==> config.mk <==
export PLATFORM = sky130hd
export DESIGN_NAME = instruction_fetch_flat
export DESIGN_NICKNAME = d
export VERILOG_FILES = /design/src/rtl/instruction_fetch_if.sv /design/src/rtl/instruction_fetch.sv /design/src/flat_wrapper.sv
export SDC_FILE = /design/constraint.sdc
export NUM_CORES = 1
export LEC_CHECK = 0
export ABC_AREA = 0
export BUFFER_PORTS_ARGS = -buffer_cell sky130_fd_sc_hd__buf_2
export CELL_PAD_IN_SITES_DETAIL_PLACEMENT = 0
export CELL_PAD_IN_SITES_GLOBAL_PLACEMENT = 1
export CORE_AREA = 4 4 128 130
export DETAILED_ROUTE_END_ITERATION = 16
export DIE_AREA = 0 0 132 134
export MAX_ROUTING_LAYER = met4
export PLACE_DENSITY = 0.75
export SLEW_MARGIN = 20
export SYNTH_ARGS = -nofsm -noshare
export SYNTH_HDL_FRONTEND = slang
export SYNTH_SLANG_ARGS = --single-unit
==> constraint.sdc <==
create_clock -name Clk -period 3.2 [get_ports Clk]
set_input_delay 0.16 -clock Clk [delete_from_list [all_inputs] [get_ports Clk]]
set_output_delay 0.16 -clock Clk [all_outputs]
set_load 0.1 [all_outputs]
==> src/rtl/instruction_fetch_if.sv <==
// Instruction-memory read bus and decoded-instruction handshake of the fetch unit.
interface instruction_fetch_if;
    logic [15:0]  Address;
    logic         nRead;
    logic [255:0] InstrData;
    logic         InstrValid;
    logic         InstrReady;
    logic [7:0]   Opcode;
    logic [7:0]   Dest;
    logic [7:0]   Src1;
    logic [7:0]   Src2;
    logic [11:0]  Pc;

    modport master (
        output Address, nRead, InstrValid, Opcode, Dest, Src1, Src2, Pc,
        input  InstrData, InstrReady
    );
    modport slave (
        input  Address, nRead, InstrValid, Opcode, Dest, Src1, Src2, Pc,
        output InstrData, InstrReady
    );
endinterface

==> src/rtl/instruction_fetch.sv <==
// Sequential instruction fetch FSM (IDLE/REQ/WAIT/ISSUE/HALT), all outputs registered.
// Define FETCH_PREFETCH_EN to add a one-entry prefetch buffer filled while ISSUE stalls.
module instruction_fetch #(
    parameter logic [3:0] INSTR_SELECT = 4'h1,
    parameter int         MEM_DEPTH    = 10,
    parameter logic [7:0] STOP_OPCODE  = 8'hFF
) (
    input  logic                       Clk,
    input  logic                       Reset,
    input  logic                       Start,
    input  logic [11:0]                StartPC,
    output logic                       Busy,
    output logic                       Halted,
    output logic                       FetchErr,
    instruction_fetch_if.master        bus
);
    typedef enum logic [2:0] {S_IDLE, S_REQ, S_WAIT, S_ISSUE, S_HALT} state_e;

    localparam logic [12:0] DEPTH = 13'(MEM_DEPTH);

    state_e      state_q, state_d;
    logic [11:0] pc_q, pc_d;
    logic [15:0] addr_q, addr_d;
    logic        nread_q, nread_d;
    logic        valid_q, valid_d;
    logic [31:0] instr_q, instr_d;
    logic        busy_q, busy_d;
    logic        halted_q, halted_d;
    logic        err_q, err_d;

    logic [31:0] rd_word;
    logic [12:0] pc_inc;
    logic        last, hs, start_oob;
    logic        unused_data;

    assign rd_word     = bus.InstrData[31:0];
    assign unused_data = ^bus.InstrData[255:32];
    assign pc_inc      = {1'b0, pc_q} + 13'd1;
    assign last        = (pc_inc == DEPTH);
    assign hs          = valid_q && bus.InstrReady;
    assign start_oob   = ({1'b0, StartPC} >= DEPTH);

`ifdef FETCH_PREFETCH_EN
    typedef enum logic [1:0] {PF_EMPTY, PF_REQ, PF_WAIT, PF_FULL} pf_e;
    pf_e         pf_q, pf_d;
    logic [31:0] buf_q, buf_d;
`endif

    always_comb begin
        state_d  = state_q;
        pc_d     = pc_q;
        addr_d   = 16'h0000;
        nread_d  = 1'b1;
        valid_d  = valid_q;
        instr_d  = instr_q;
        err_d    = err_q;
`ifdef FETCH_PREFETCH_EN
        pf_d     = pf_q;
        buf_d    = buf_q;
`endif
        case (state_q)
            S_IDLE, S_HALT: begin
                if (Start) begin
                    err_d = 1'b0;
                    pc_d  = StartPC;
                    if (start_oob) begin
                        state_d = S_HALT;
                        err_d   = 1'b1;
                    end else begin
                        state_d = S_REQ;
                        nread_d = 1'b0;
                        addr_d  = {INSTR_SELECT, StartPC};
                    end
                end
            end
            S_REQ: state_d = S_WAIT;
            S_WAIT: begin
                instr_d = rd_word;
                if (rd_word[31:24] == STOP_OPCODE) begin
                    state_d = S_HALT;
                end else begin
                    state_d = S_ISSUE;
                    valid_d = 1'b1;
                end
            end
            S_ISSUE: begin
                if (hs && last) begin
                    state_d = S_HALT;
                    valid_d = 1'b0;
                    err_d   = 1'b1;
                end else if (hs) begin
                    pc_d    = pc_inc[11:0];
                    valid_d = 1'b0;
                    state_d = S_REQ;
                    nread_d = 1'b0;
                    addr_d  = {INSTR_SELECT, pc_inc[11:0]};
`ifdef FETCH_PREFETCH_EN
                    pf_d = PF_EMPTY;
                    case (pf_q)
                        PF_REQ: begin
                            // Read already issued; its data arrives next cycle as in WAIT.
                            state_d = S_WAIT;
                            nread_d = 1'b1;
                            addr_d  = 16'h0000;
                        end
                        PF_WAIT, PF_FULL: begin
                            nread_d = 1'b1;
                            addr_d  = 16'h0000;
                            instr_d = (pf_q == PF_FULL) ? buf_q : rd_word;
                            if (instr_d[31:24] == STOP_OPCODE) begin
                                state_d = S_HALT;
                            end else begin
                                state_d = S_ISSUE;
                                valid_d = 1'b1;
                            end
                        end
                        default: ;
                    endcase
                end else begin
                    case (pf_q)
                        PF_EMPTY: if (!last) begin
                            pf_d    = PF_REQ;
                            nread_d = 1'b0;
                            addr_d  = {INSTR_SELECT, pc_inc[11:0]};
                        end
                        PF_REQ:  pf_d = PF_WAIT;
                        PF_WAIT: begin
                            pf_d  = PF_FULL;
                            buf_d = rd_word;
                        end
                        default: ;
                    endcase
`endif
                end
            end
            default: state_d = S_IDLE;
        endcase
        busy_d   = (state_d == S_REQ) || (state_d == S_WAIT) || (state_d == S_ISSUE);
        halted_d = (state_d == S_HALT);
    end

    always_ff @(posedge Clk or posedge Reset) begin
        if (Reset) begin
            state_q  <= S_IDLE;
            pc_q     <= 12'h000;
            addr_q   <= 16'h0000;
            nread_q  <= 1'b1;
            valid_q  <= 1'b0;
            instr_q  <= 32'h0;
            busy_q   <= 1'b0;
            halted_q <= 1'b0;
            err_q    <= 1'b0;
        end else begin
            state_q  <= state_d;
            pc_q     <= pc_d;
            addr_q   <= addr_d;
            nread_q  <= nread_d;
            valid_q  <= valid_d;
            instr_q  <= instr_d;
            busy_q   <= busy_d;
            halted_q <= halted_d;
            err_q    <= err_d;
        end
    end

`ifdef FETCH_PREFETCH_EN
    always_ff @(posedge Clk or posedge Reset) begin
        if (Reset) begin
            pf_q  <= PF_EMPTY;
            buf_q <= 32'h0;
        end else begin
            pf_q  <= pf_d;
            buf_q <= buf_d;
        end
    end
`endif

    assign bus.Address    = addr_q;
    assign bus.nRead      = nread_q;
    assign bus.InstrValid = valid_q;
    assign bus.Opcode     = instr_q[31:24];
    assign bus.Dest       = instr_q[23:16];
    assign bus.Src1       = instr_q[15:8];
    assign bus.Src2       = instr_q[7:0];
    assign bus.Pc         = pc_q;
    assign Busy           = busy_q;
    assign Halted         = halted_q;
    assign FetchErr       = err_q;
endmodule
==> src/flat_wrapper.sv <==
// flat-port wrapper written by rule: the top's interface ports become plain ports
module instruction_fetch_flat 
#(
    parameter logic [3:0] INSTR_SELECT = 4'h1,
    parameter int         MEM_DEPTH    = 10,
    parameter logic [7:0] STOP_OPCODE  = 8'hFF
)
  (Clk, Reset, Start, StartPC, Busy, Halted, FetchErr, bus_Address, bus_nRead, bus_InstrValid, bus_Opcode, bus_Dest, bus_Src1, bus_Src2, bus_Pc, bus_InstrData, bus_InstrReady);
  instruction_fetch_if bus_i ();
  input  logic Clk;
  input  logic Reset;
  input  logic Start;
  input  logic [11:0] StartPC;
  output logic Busy;
  output logic Halted;
  output logic FetchErr;
  output wire logic [$bits(bus_i.Address)-1:0] bus_Address;
  output wire logic [$bits(bus_i.nRead)-1:0] bus_nRead;
  output wire logic [$bits(bus_i.InstrValid)-1:0] bus_InstrValid;
  output wire logic [$bits(bus_i.Opcode)-1:0] bus_Opcode;
  output wire logic [$bits(bus_i.Dest)-1:0] bus_Dest;
  output wire logic [$bits(bus_i.Src1)-1:0] bus_Src1;
  output wire logic [$bits(bus_i.Src2)-1:0] bus_Src2;
  output wire logic [$bits(bus_i.Pc)-1:0] bus_Pc;
  input wire logic [$bits(bus_i.InstrData)-1:0] bus_InstrData;
  input wire logic [$bits(bus_i.InstrReady)-1:0] bus_InstrReady;
  assign bus_Address = bus_i.Address;
  assign bus_nRead = bus_i.nRead;
  assign bus_InstrValid = bus_i.InstrValid;
  assign bus_Opcode = bus_i.Opcode;
  assign bus_Dest = bus_i.Dest;
  assign bus_Src1 = bus_i.Src1;
  assign bus_Src2 = bus_i.Src2;
  assign bus_Pc = bus_i.Pc;
  assign bus_i.InstrData = bus_InstrData;
  assign bus_i.InstrReady = bus_InstrReady;
  instruction_fetch #(.INSTR_SELECT(INSTR_SELECT), .MEM_DEPTH(MEM_DEPTH), .STOP_OPCODE(STOP_OPCODE)) u_core (.Clk(Clk), .Reset(Reset), .Start(Start), .StartPC(StartPC), .Busy(Busy), .Halted(Halted), .FetchErr(FetchErr), .bus(bus_i));
endmodule
==> impl_metrics.py <==
metrics = {
    "power_and_ir_drop": {
        "power_density_nw_per_um2": 1110,
        "ir_drop_uv": 579,
        "p_leak_nw": 1.91,
    },
    "route": {
        "wirelength_um": 10100,
        "wl_per_cell_um": 17.4,
        "dr.pass1.iters": 4,
        "vias_per_cell": 4.40,
        "ant_nets": 0,
        "drc": 0,
        "dr.first_iter.drc_count": 96,
        "vias": 2557,
    },
    "min_path": {
        "worstHoldPathType": "in -> async",
    },
    "global_route": {
        "gr-total-overflow": 0,
        "antenna_found_initial": 0,
        "grtUsageTotal_pct": 12.0,
        "grt_max_degree": 49,
        "grt_pass1_vias": 2797,
        "grt_pass1_wl_um": 16000,
    },
    "placed_design": {
        "io_buffers": 109,
        "gp_congestion": 0.860,
        "hpwl_um": 7720,
        "placed_cells": 566,
    },
    "yosys": {
        "async_reset_ff_share_pct": 100,
        "synth_top_family_by_area": "simple AND/OR/NAND/NOR gates",
        "syn_area_um2": 3070,
        "syn_area_per_cell_um2": 11.1,
        "synth_top_area_share_pct": 52.2,
        "synthFlopType": "dfrtp_1",
        "synth-adder-area-share_pct": 0.816,
        "synth.area.mux_share_pct": 12.6,
        "ys_top_cells_by_area": "dfrtp_1, mux2_2, nor2_1",
        "synth_common_cells": "dfrtp_1, mux2_2, nor2_1, nand2_1, a21oi_1",
        "synth_xor_area_share_pct": 2.57,
        "ys_types": 49,
        "synth_area_leader_cell": "dfrtp_1",
        "ys_ff_latch": 65,
        "synth.most_common_cell": "dfrtp_1",
        "synth_compound_area_share_pct": 12.8,
        "syn_inst": 277,
        "synth_simple_gate_area_share_pct": 14.2,
        "ys_seq_area_share_pct": 53.1,
        "synth_warnings": 0,
        "synth-edff-count": 0,
    },
    "die": {
        "core-area_um2": 15100,
        "die_w_um": 132,
        "io-pin-count": 337,
        "initial_utilization_pct": 20.3,
        "rows": 45,
        "die-area_um2": 17700,
        "die_h_um": 134,
    },
    "clocking": {
        "clk_pin_slew_ns": 0.06,
        "cts_tree": "done",
        "cts_setup_buffers": 0,
        "clock_sinks": 65,
        "cts-buffers-inserted": 9,
        "cts_resized": 0,
        "clockBufferDepth": 2,
        "clock_latency_ns": 0.33,
        "cts.htree.levels": 3,
        "hold_buffers": 0,
        "cts_root_buffer": "clkbuf_16",
    },
    "sta": {
        "fin_crit_sh_pct": 83.6,
        "maxSlewViolCount": 0,
        "worst_slew_pin_slew_ns": 0.866,
        "min_period_ns": 2.67,
        "hold_viol": 15,
        "rsz0062_at_grt": "no",
        "skew_ns": 0.00515,
        "fmax_mhz": 374,
        "fin_tns_setup_ns": 0,
        "timing.hold.ws_ns": -0.0176,
        "finalSetupViolCount": 0,
        "slew_headroom_pct": 42.3,
    },
    "layout": {
        "multi_input_area_um2": 1330,
        "register_area_um2": 1630,
        "fillers": 1594,
        "syn2layout_area_growth_pct": 35.5,
        "nets": 663,
        "fin_cells": 581,
        "drive_above_1_share_pct": 45.3,
        "num_antenna_cells": 0,
    },
    "run_status": {
        "status": "finished with violations",
        "violations": "negative hold slack",
    },
    "setup_path": {
        "cp.required_ns": 3.41,
        "r2r_start": "u_core.bus.Pc[1]$_DFFE_PP0P_",
        "cpPeakStageDelay_ns": 0.50,
        "critPathBufInv": 0,
        "rr_endpoint": "u_core.bus.Pc[1]$_DFFE_PP0P_",
        "worstPathArrival_ns": 2.88,
        "rrSetupSlack_ns": 0.53,
        "critPathMaxFanout": 9,
        "crit_path_top_delay_cell": "dfrtp_1",
        "cp-start-kind": "flip-flop",
        "cp-end-kind": "flip-flop",
        "crit_chain": "ha_1 -> nand3_1 -> nor4_1 -> nor2_1 -> a31oi_4 -> mux2_4",
        "rr_worst_depth": 6,
        "worstSetupPathType": "reg -> reg",
        "crit_family": "simple AND/OR/NAND/NOR gates",
    },
    "flow_run": {
        "drv_cap": 0,
    },
}
[cell type report]
| class | count | area share [%] |
|---|---|---|
| tap | 188 | 5.66 |
| sequential | 65 | 39.2 |
| inverter | 4 | 0.391 |
| multi-input combinational | 189 | 32.1 |
| clock buffer | 13 | 6.74 |
| timing repair buffer | 120 | 15.1 |
| clock inverter | 2 | 0.843 |
[registers in the layout, summed over array words and instances (netlist names)]
| register | cells |
|---|---|
| u_core.Busy | 1 |
| u_core.FetchErr | 1 |
| u_core.Halted | 1 |
| u_core.bus.Address | 13 |
| u_core.bus.InstrValid | 1 |
| u_core.bus.Pc | 12 |
| u_core.bus.nRead | 1 |
| u_core.instr_q | 32 |
| u_core.state_q | 3 |
[placed cells by master (no fill, tap or decap), drive strengths merged, types with 2 or more instances in the layout]
master	count
inv	3
nand2	20
nand3	9
o31ai	2
o22ai	3
buf	120
o22a	2
nor2	22
nor4	3
nor3	4
clkinv	2
nor4b	2
a22o	4
conb	3
nand3b	3
o21ai	12
a21oi	14
a211oi	8
nand4	5
or3	2
ha	2
dfrtp	64
mux2	34
clkbuf	13
a21o	2
xnor2	4
nor3b	2
and3	4
xor2	5
a31oi	2
and2	4
[power breakdown]
part / internal [mW] / leakage (nW) / switching (mW)
combinational: 0.372 / 0.962 / 2.01
clock: 0.682 / 0.158 / 0.346
sequential: 1.05 / 0.787 / 0.152
[through the flow]
| stage | utilization, % | setup slack, ns | power, mW | area (um^2) |
|---|---|---|---|---|
| finish | 27.4 | 0.525 | 4.62 | 4160 |
| floorplan | - | 0.170 | 3.18 | 3080 |
| CTS | 27.4 | 0.536 | 4.68 | 4160 |
| detailed placement | 25.4 | 0.558 | 3.62 | 3840 |
| global route | 27.4 | 0.366 | 4.80 | 4160 |
| global placement | 25.4 | 0.537 | 3.61 | 3840 |
[cells by family (layout without fill, tap and decap cells)]
kind of cell / after synthesis / in the layout
AOI/OAI and AO/OA: 56 / 56
xor gates and xnor gates: 9 / 9
adders and majority gates: 2 / 2
buffers and inverters: 25 / 139
DFF: 65 / 65
muxes: 34 / 34
other: 1 / 3
and+or+nand+nor: 85 / 85
[how the worst max path moves through the flow]
stage / to / from / depth (start not counted)
3_3_place_gp: u_core.bus.Pc[1]$_DFFE_PP0P_ / u_core.bus.Pc[1]$_DFFE_PP0P_ / 6
3_5_place_dp: u_core.bus.Pc[1]$_DFFE_PP0P_ / u_core.bus.Pc[1]$_DFFE_PP0P_ / 6
2_1_floorplan: u_core.bus.Pc[1]$_DFFE_PP0P_ / u_core.bus.Pc[1]$_DFFE_PP0P_ / 7
5_1_grt: u_core.bus.Pc[1]$_DFFE_PP0P_ / u_core.bus.Pc[1]$_DFFE_PP0P_ / 6
4_1_cts: u_core.bus.Pc[1]$_DFFE_PP0P_ / u_core.bus.Pc[1]$_DFFE_PP0P_ / 6
6_report: u_core.bus.Pc[1]$_DFFE_PP0P_ / u_core.bus.Pc[1]$_DFFE_PP0P_ / 6
[per-layer routing]
layer	up-vias	track usage, %	routed length, um
met2	120	17.6	4470
met3	10	4.46	957
met1	1218	16.0	4610
li1	1209	-	-
met5	-	-	0
met4	0	2.28	73
Power figures use the tool's default switching activity.
